**src/rtl/l2_req_pkg.sv**
```systemverilog
// Shared types and sizing for the L2 request issuer: entry states, depth helper
// and the entry record layout at the default widths.
package l2_req_pkg;

    localparam int unsigned CREG_ID_BITS_DEF = 3;
    localparam int unsigned ADDR_WIDTH_DEF   = 32;
    localparam int unsigned DATA_WIDTH_DEF   = 32;

    function automatic int unsigned depth_of(input int unsigned id_bits);
        return 32'd1 << id_bits;
    endfunction

    localparam int unsigned DEPTH_DEF = 32'd1 << CREG_ID_BITS_DEF;

    typedef enum logic [1:0] {
        ENT_FREE       = 2'd0,
        ENT_WAIT_ISSUE = 2'd1,
        ENT_WAIT_DATA  = 2'd2,
        ENT_DONE       = 2'd3
    } entry_state_e;

    typedef struct packed {
        entry_state_e                state;
        logic                        rw;
        logic [ADDR_WIDTH_DEF-1:0]   addr;
        logic [DATA_WIDTH_DEF-1:0]   data;
    } entry_t;

endpackage

```
**src/rtl/l2_req_data_store.sv**
```systemverilog
// Per-entry read-data array: cleared on allocate, filled by L2 response,
// read at the retire pointer.
module l2_req_data_store #(
    parameter int unsigned ID_BITS    = 3,
    parameter int unsigned DATA_WIDTH = 32
) (
    input  logic                  clk,
    input  logic                  i_rst_n,
    input  logic                  i_alloc_we,
    input  logic [ID_BITS-1:0]    i_alloc_idx,
    input  logic                  i_rsp_we,
    input  logic [ID_BITS-1:0]    i_rsp_idx,
    input  logic [DATA_WIDTH-1:0] i_rsp_data,
    input  logic [ID_BITS-1:0]    i_rd_idx,
    output logic [DATA_WIDTH-1:0] o_rd_data
);

    localparam int unsigned DEPTH = 32'd1 << ID_BITS;

    logic [DATA_WIDTH-1:0] r_mem [DEPTH];

    always_ff @(posedge clk or negedge i_rst_n) begin
        if (!i_rst_n) begin
            for (int unsigned i = 0; i < DEPTH; i++) r_mem[i] <= '0;
        end else begin
            if (i_alloc_we) r_mem[i_alloc_idx] <= '0;
            if (i_rsp_we)   r_mem[i_rsp_idx]   <= i_rsp_data;
        end
    end

    assign o_rd_data = r_mem[i_rd_idx];

endmodule

```
**src/rtl/l2_req_issuer.sv**
```systemverilog
// In-order load/store queue toward the L2: allocate at tail, issue at iss,
// collect read data by ID, retire at head in program order.
module l2_req_issuer
    import l2_req_pkg::*;
#(
    parameter int unsigned CREG_ID_BITS = CREG_ID_BITS_DEF,
    parameter int unsigned ADDR_WIDTH   = ADDR_WIDTH_DEF,
    parameter int unsigned DATA_WIDTH   = DATA_WIDTH_DEF
) (
    input  logic                    clk,
    input  logic                    reset,
    input  logic                    req_valid,
    input  logic                    req_rw,
    input  logic [ADDR_WIDTH-1:0]   req_addr,
    input  logic [DATA_WIDTH-1:0]   req_data,
    output logic                    req_ready,
    output logic [ADDR_WIDTH-1:0]   l2_addr,
    output logic [DATA_WIDTH-1:0]   l2_data,
    output logic                    l2_rw,
    output logic                    l2_valid,
    output logic [CREG_ID_BITS-1:0] l2_id,
    input  logic                    l2_stall,
    input  logic [DATA_WIDTH-1:0]   l2_rdata,
    input  logic [CREG_ID_BITS-1:0] l2_rid,
    input  logic                    l2_rready,
    output logic                    rsp_valid,
    output logic                    rsp_rw,
    output logic [DATA_WIDTH-1:0]   rsp_data,
    input  logic                    rsp_ready,
    output logic                    err_spurious
);

    localparam int unsigned DEPTH = depth_of(CREG_ID_BITS);
    localparam logic [CREG_ID_BITS:0] FULL_CNT = (CREG_ID_BITS+1)'(DEPTH);

    entry_state_e            r_state [DEPTH];
    logic                    r_rw    [DEPTH];
    logic [ADDR_WIDTH-1:0]   r_addr  [DEPTH];
    logic [DATA_WIDTH-1:0]   r_wdata [DEPTH];

    logic [CREG_ID_BITS-1:0] r_tail, r_iss, r_head;
    logic [CREG_ID_BITS:0]   r_count;
    logic                    r_err;

    logic                    w_full, w_alloc, w_issue_vld, w_issue;
    logic                    w_resp_hit, w_resp_bad, w_rsp_vld, w_retire;
    logic [DATA_WIDTH-1:0]   w_rd_data;

    assign w_full      = (r_count == FULL_CNT);
    assign w_alloc     = req_valid & ~w_full;
    assign w_issue_vld = (r_state[r_iss] == ENT_WAIT_ISSUE);
    assign w_issue     = w_issue_vld & ~l2_stall;
    assign w_resp_hit  = l2_rready & (r_state[l2_rid] == ENT_WAIT_DATA);
    assign w_resp_bad  = l2_rready & ~w_resp_hit;
    assign w_rsp_vld   = (r_state[r_head] == ENT_DONE);
    assign w_retire    = w_rsp_vld & rsp_ready;

    // The four events always touch distinct entries, so their updates never collide.
    always_ff @(posedge clk or negedge reset) begin
        if (!reset) begin
            for (int unsigned i = 0; i < DEPTH; i++) r_state[i] <= ENT_FREE;
            r_tail  <= '0;
            r_iss   <= '0;
            r_head  <= '0;
            r_count <= '0;
            r_err   <= 1'b0;
        end else begin
            if (w_alloc) begin
                r_state[r_tail] <= ENT_WAIT_ISSUE;
                r_tail          <= r_tail + CREG_ID_BITS'(1);
            end
            if (w_issue) begin
                r_state[r_iss] <= r_rw[r_iss] ? ENT_DONE : ENT_WAIT_DATA;
                r_iss          <= r_iss + CREG_ID_BITS'(1);
            end
            if (w_resp_hit) r_state[l2_rid] <= ENT_DONE;
            if (w_resp_bad) r_err <= 1'b1;
            if (w_retire) begin
                r_state[r_head] <= ENT_FREE;
                r_head          <= r_head + CREG_ID_BITS'(1);
            end
            case ({w_alloc, w_retire})
                2'b10:   r_count <= r_count + (CREG_ID_BITS+1)'(1);
                2'b01:   r_count <= r_count - (CREG_ID_BITS+1)'(1);
                default: r_count <= r_count;
            endcase
        end
    end

    always_ff @(posedge clk) begin
        if (w_alloc) begin
            r_rw[r_tail]    <= req_rw;
            r_addr[r_tail]  <= req_addr;
            r_wdata[r_tail] <= req_data;
        end
    end

    l2_req_data_store #(
        .ID_BITS    (CREG_ID_BITS),
        .DATA_WIDTH (DATA_WIDTH)
    ) u_data_store (
        .clk         (clk),
        .i_rst_n     (reset),
        .i_alloc_we  (w_alloc),
        .i_alloc_idx (r_tail),
        .i_rsp_we    (w_resp_hit),
        .i_rsp_idx   (l2_rid),
        .i_rsp_data  (l2_rdata),
        .i_rd_idx    (r_head),
        .o_rd_data   (w_rd_data)
    );

    assign req_ready    = ~w_full;
    assign l2_valid     = w_issue_vld;
    assign l2_id        = r_iss;
    assign l2_addr      = w_issue_vld ? r_addr[r_iss]  : '0;
    assign l2_data      = w_issue_vld ? r_wdata[r_iss] : '0;
    assign l2_rw        = w_issue_vld & r_rw[r_iss];
    assign rsp_valid    = w_rsp_vld;
    assign rsp_rw       = w_rsp_vld & r_rw[r_head];
    assign rsp_data     = (w_rsp_vld & ~r_rw[r_head]) ? w_rd_data : '0;
    assign err_spurious = r_err;

endmodule

```
**config.mk**
```make
export PLATFORM = sky130hd
export DESIGN_NAME = l2_req_issuer
export DESIGN_NICKNAME = d
export VERILOG_FILES = /design/src/rtl/l2_req_pkg.sv /design/src/rtl/l2_req_data_store.sv /design/src/rtl/l2_req_issuer.sv
export SDC_FILE = /design/constraint.sdc
export NUM_CORES = 1
export LEC_CHECK = 0
export BUFFER_PORTS_ARGS = -buffer_cell sky130_fd_sc_hd__buf_2
export CAP_MARGIN = 20
export CORE_MARGIN = 1.5
export CORE_UTILIZATION = 35
export DETAILED_ROUTE_END_ITERATION = 10
export SLEW_MARGIN = 30
export SYNTH_ARGS = -nofsm -noshare
export SYNTH_HDL_FRONTEND = slang
export SYNTH_SLANG_ARGS = --single-unit
```
**constraint.sdc**
```tcl
create_clock -name clk -period 7.2 [get_ports clk]
set_input_delay 0.36 -clock clk [delete_from_list [all_inputs] [get_ports clk]]
set_output_delay 0.36 -clock clk [all_outputs]
set_load 0.01 [all_outputs]
```
==> impl_metrics.env <==
export IMPL_status="finished, final reports clean"
export IMPL_yosysMostFrequentCell="edfxtp_1"
export IMPL_die_y_microns=306
export IMPL_multi_input_area_sq_um=8480
export IMPL_wl_per_cell_microns=24.9
export IMPL_regArea_sq_um=22800
export IMPL_skew_ps=45.4
export IMPL_finalCritPeriodShare_pct=65.4
export IMPL_fill_cells=8310
export IMPL_clock_path_buffers=3
export IMPL_p_per_area_nw_per_um2=434
export IMPL_first_iter_violations=2232
export IMPL_ioPinCount=211
export IMPL_path_delay_family="simple AND/OR/NAND/NOR gates"
export IMPL_finalSetupTns_ps=0
export IMPL_tightestPinTransition_ps=998
export IMPL_initial_core_util_pct=35.3
export IMPL_layout_drive_gt1_share_pct=19.7
export IMPL_fin_nets=2619
export IMPL_ant_nets=0
export IMPL_synth_nets=2392
export IMPL_design_die_area_sq_um=93900
export IMPL_dp_worst_setup_slack_ps=3170
export IMPL_ys_seq_area_share_pct=70.7
export IMPL_dieWidth_microns=306
export IMPL_clk_pin_slew_ps=60
export IMPL_num_vias=21400
export IMPL_crit_cells=5
export IMPL_post_cts_buffers=0
export IMPL_cp_cell_sequence="nand3b_1 -> buf_4 -> o22ai_1 -> nor4_1 -> buf_2"
export IMPL_cts_sinks=806
export IMPL_critPathArrivalTime_ps=4350
export IMPL_grt_pass1_vias=22300
export IMPL_slowest_delay_ps=940
export IMPL_slew_headroom_pct=33.5
export IMPL_grt_max_degree=132
export IMPL_cp_slowest_cell="dfrtp_1"
export IMPL_hpwl_microns=50800
export IMPL_holdPathStages=3
export IMPL_syn_to_final_growth_pct=18.0
export IMPL_async_reset_ff_share_pct=35.5
export IMPL_io_buffers=210
export IMPL_end_kind="primary output"
export IMPL_yosys_top_cells_area="edfxtp_1, dfrtp_1, nand2_1, a22o_1, o22ai_1"
export IMPL_synth_edf_count=520
export IMPL_syn_inst=2280
export IMPL_grt_pass1_wl_microns=141000
export IMPL_critical_path_required_ps=6840
export IMPL_via_per_inst=5.68
export IMPL_syn_area_per_cell_sq_um=14.1
export IMPL_insertion_delay_ps=660
export IMPL_root_buffer="clkbuf_16"
export IMPL_synth_compound_area_share_pct=12.3
export IMPL_cp_start_kind="flip-flop"
export IMPL_rsz0062_at_grt="false"
export IMPL_peakVddDrop_v=0.000334
export IMPL_synth_area_mux_share_pct=4.80
export IMPL_setup_viol=0
export IMPL_antenna_found_initial=14
export IMPL_place_area_sq_um=34200
export IMPL_ys_flop_type="edfxtp_1"
export IMPL_yosys_area_top_type="edfxtp_1"
export IMPL_synth_seq_cells=806
export IMPL_overflow=0
export IMPL_synth_top_family_by_area="compound AO/OA/AOI/OAI gates"
export IMPL_synth_simple_gate_area_share_pct=8.41
export IMPL_crit_buf_inv=2
export IMPL_cp_max_fo=51
export IMPL_worstSetupPathType="reg -> out"
export IMPL_fmax_ghz=0.212
export IMPL_cts_buffers=85
export IMPL_yosysTopAreaCellShare_pct=48.5
export IMPL_hold_class="in -> reg"
export IMPL_syn_area_sq_um=32200
export IMPL_synth_cell_type_count=51
export IMPL_ys_top_cells_by_count="edfxtp_1, nand2_1, dfrtp_1"
export IMPL_slew_viol_final=0
export IMPL_h_tree_depth=3
export IMPL_reg2reg_depth=6
export IMPL_fin_hold_ws_ps=29.8
export IMPL_grt_total_usage_pct=19.7
export IMPL_timing_final_ws_setup_ps=2490
export IMPL_drc=0
export IMPL_dr_pass1_iters=7
export IMPL_rows=111
export IMPL_wl_microns=93700
export IMPL_synth_adder_area_share_pct=0.233
export IMPL_hold_viol=0
export IMPL_core_sq_um=91400
export IMPL_stdcell_area_sq_um=38000
export IMPL_layout_min_cycle_time_ps=4710
export IMPL_yosysWarnings=0
export IMPL_routabilityCongestion=0.808
export IMPL_cap_violations=0
export IMPL_cts_tree="yes"
export IMPL_power_leakage_nw=14.6
export IMPL_synth_xor_area_share_pct=0.272
## layout make-up
cell class / count / share of cell area (%)
Antenna cell: 2 / 0.0132
Clock buffer: 112 / 6.10
Clock inverter: 42 / 1.37
Inverter: 19 / 0.207
Multi-Input combinational cell: 1250 / 22.3
Sequential cell: 806 / 59.9
Tap cell: 1186 / 3.90
Timing Repair Buffer: 345 / 6.18
## registers in the layout, summed over array words and instances (netlist names)
register	flops
r_head	3
l2_id	3
u_data_store.r_mem	256
r_count	4
r_wdata	256
r_addr	256
r_state	16
err_spurious	1
r_tail	3
r_rw	8
## worst paths after layout
path                              start                 endpoint  slack (ps)
min in group asynchronous         reset  u_data_store.r_mem[113]         210
min reg2reg                err_spurious             err_spurious         470
max reg2reg                    l2_id[0]                 l2_id[1]        3570
max                            l2_id[2]              l2_addr[14]        2490
max in group asynchronous         reset    u_data_store.r_mem[4]        5390
min                        l2_rdata[24]  u_data_store.r_mem[120]          30
## metrics by stage
step                      util [%]  cells  power (mW)
after floorplan                  -   2280        9.94
after detailed placement      37.5   3514        12.2
after global routing          41.6   3761        17.3
final                         41.6   3762        16.5
after global placement        37.4   3513        12.0
after CTS                     41.5   3758        16.6
## repair_timing
item | 4_1_cts | 5_1_grt
gates resized for setup | 0 | 0
hold endpoints to repair | 689 | 0
hold buffers | 90 | 0
## metal layers
layer	wire length [microns]	vias to the layer above	GRT usage (%)
met5	92	-	0
met4	1970	16	5.57
met3	7650	178	4.57
met2	46300	953	33.6
met1	37700	11000	25.0
li1	-	9264	-
## worst min-delay path, cell delays in order
cell     delay, ps
buf_2          160
nand2_1         70
nand2_1         50
## placed cells by master (no fill, tap or decap), types with 9 or more instances in the layout
cell / synthesis / routed
mux4_2: 43 / 43
clkinv_1: 0 / 12
clkbuf_1: 110 / 20
nor2_1: 53 / 49
o21ai_0: 103 / 103
mux2_2: 43 / 43
nor4_1: 60 / 59
inv_1: 17 / 11
edfxtp_1: 520 / 520
buf_4: 34 / 38
o221ai_1: 57 / 57
dlygate4sd3_1: 0 / 90
o22ai_1: 174 / 174
buf_2: 41 / 209
a22o_1: 128 / 128
nand3b_1: 9 / 9
clkbuf_16: 0 / 87
nand2_1: 308 / 307
nand3_1: 104 / 103
clkinv_2: 0 / 19
nand2b_1: 11 / 10
a21oi_1: 9 / 9
o22a_1: 60 / 60
dfrtp_1: 286 / 281
## where the power goes
part	leakage [nW]	internal (mW)	switching, mW
Combinational	4.62	2.01	3.43
Sequential	8.57	6.01	0.634
Clock	1.37	2.58	1.85
## kinds of logic after synthesis
group	Yosys count
flops	806
mux	95
xor+xnor	10
simple gates	588
compound gates	551
buf+inv	224
fa+ha+maj	6
Power figures use the tool's default switching activity.
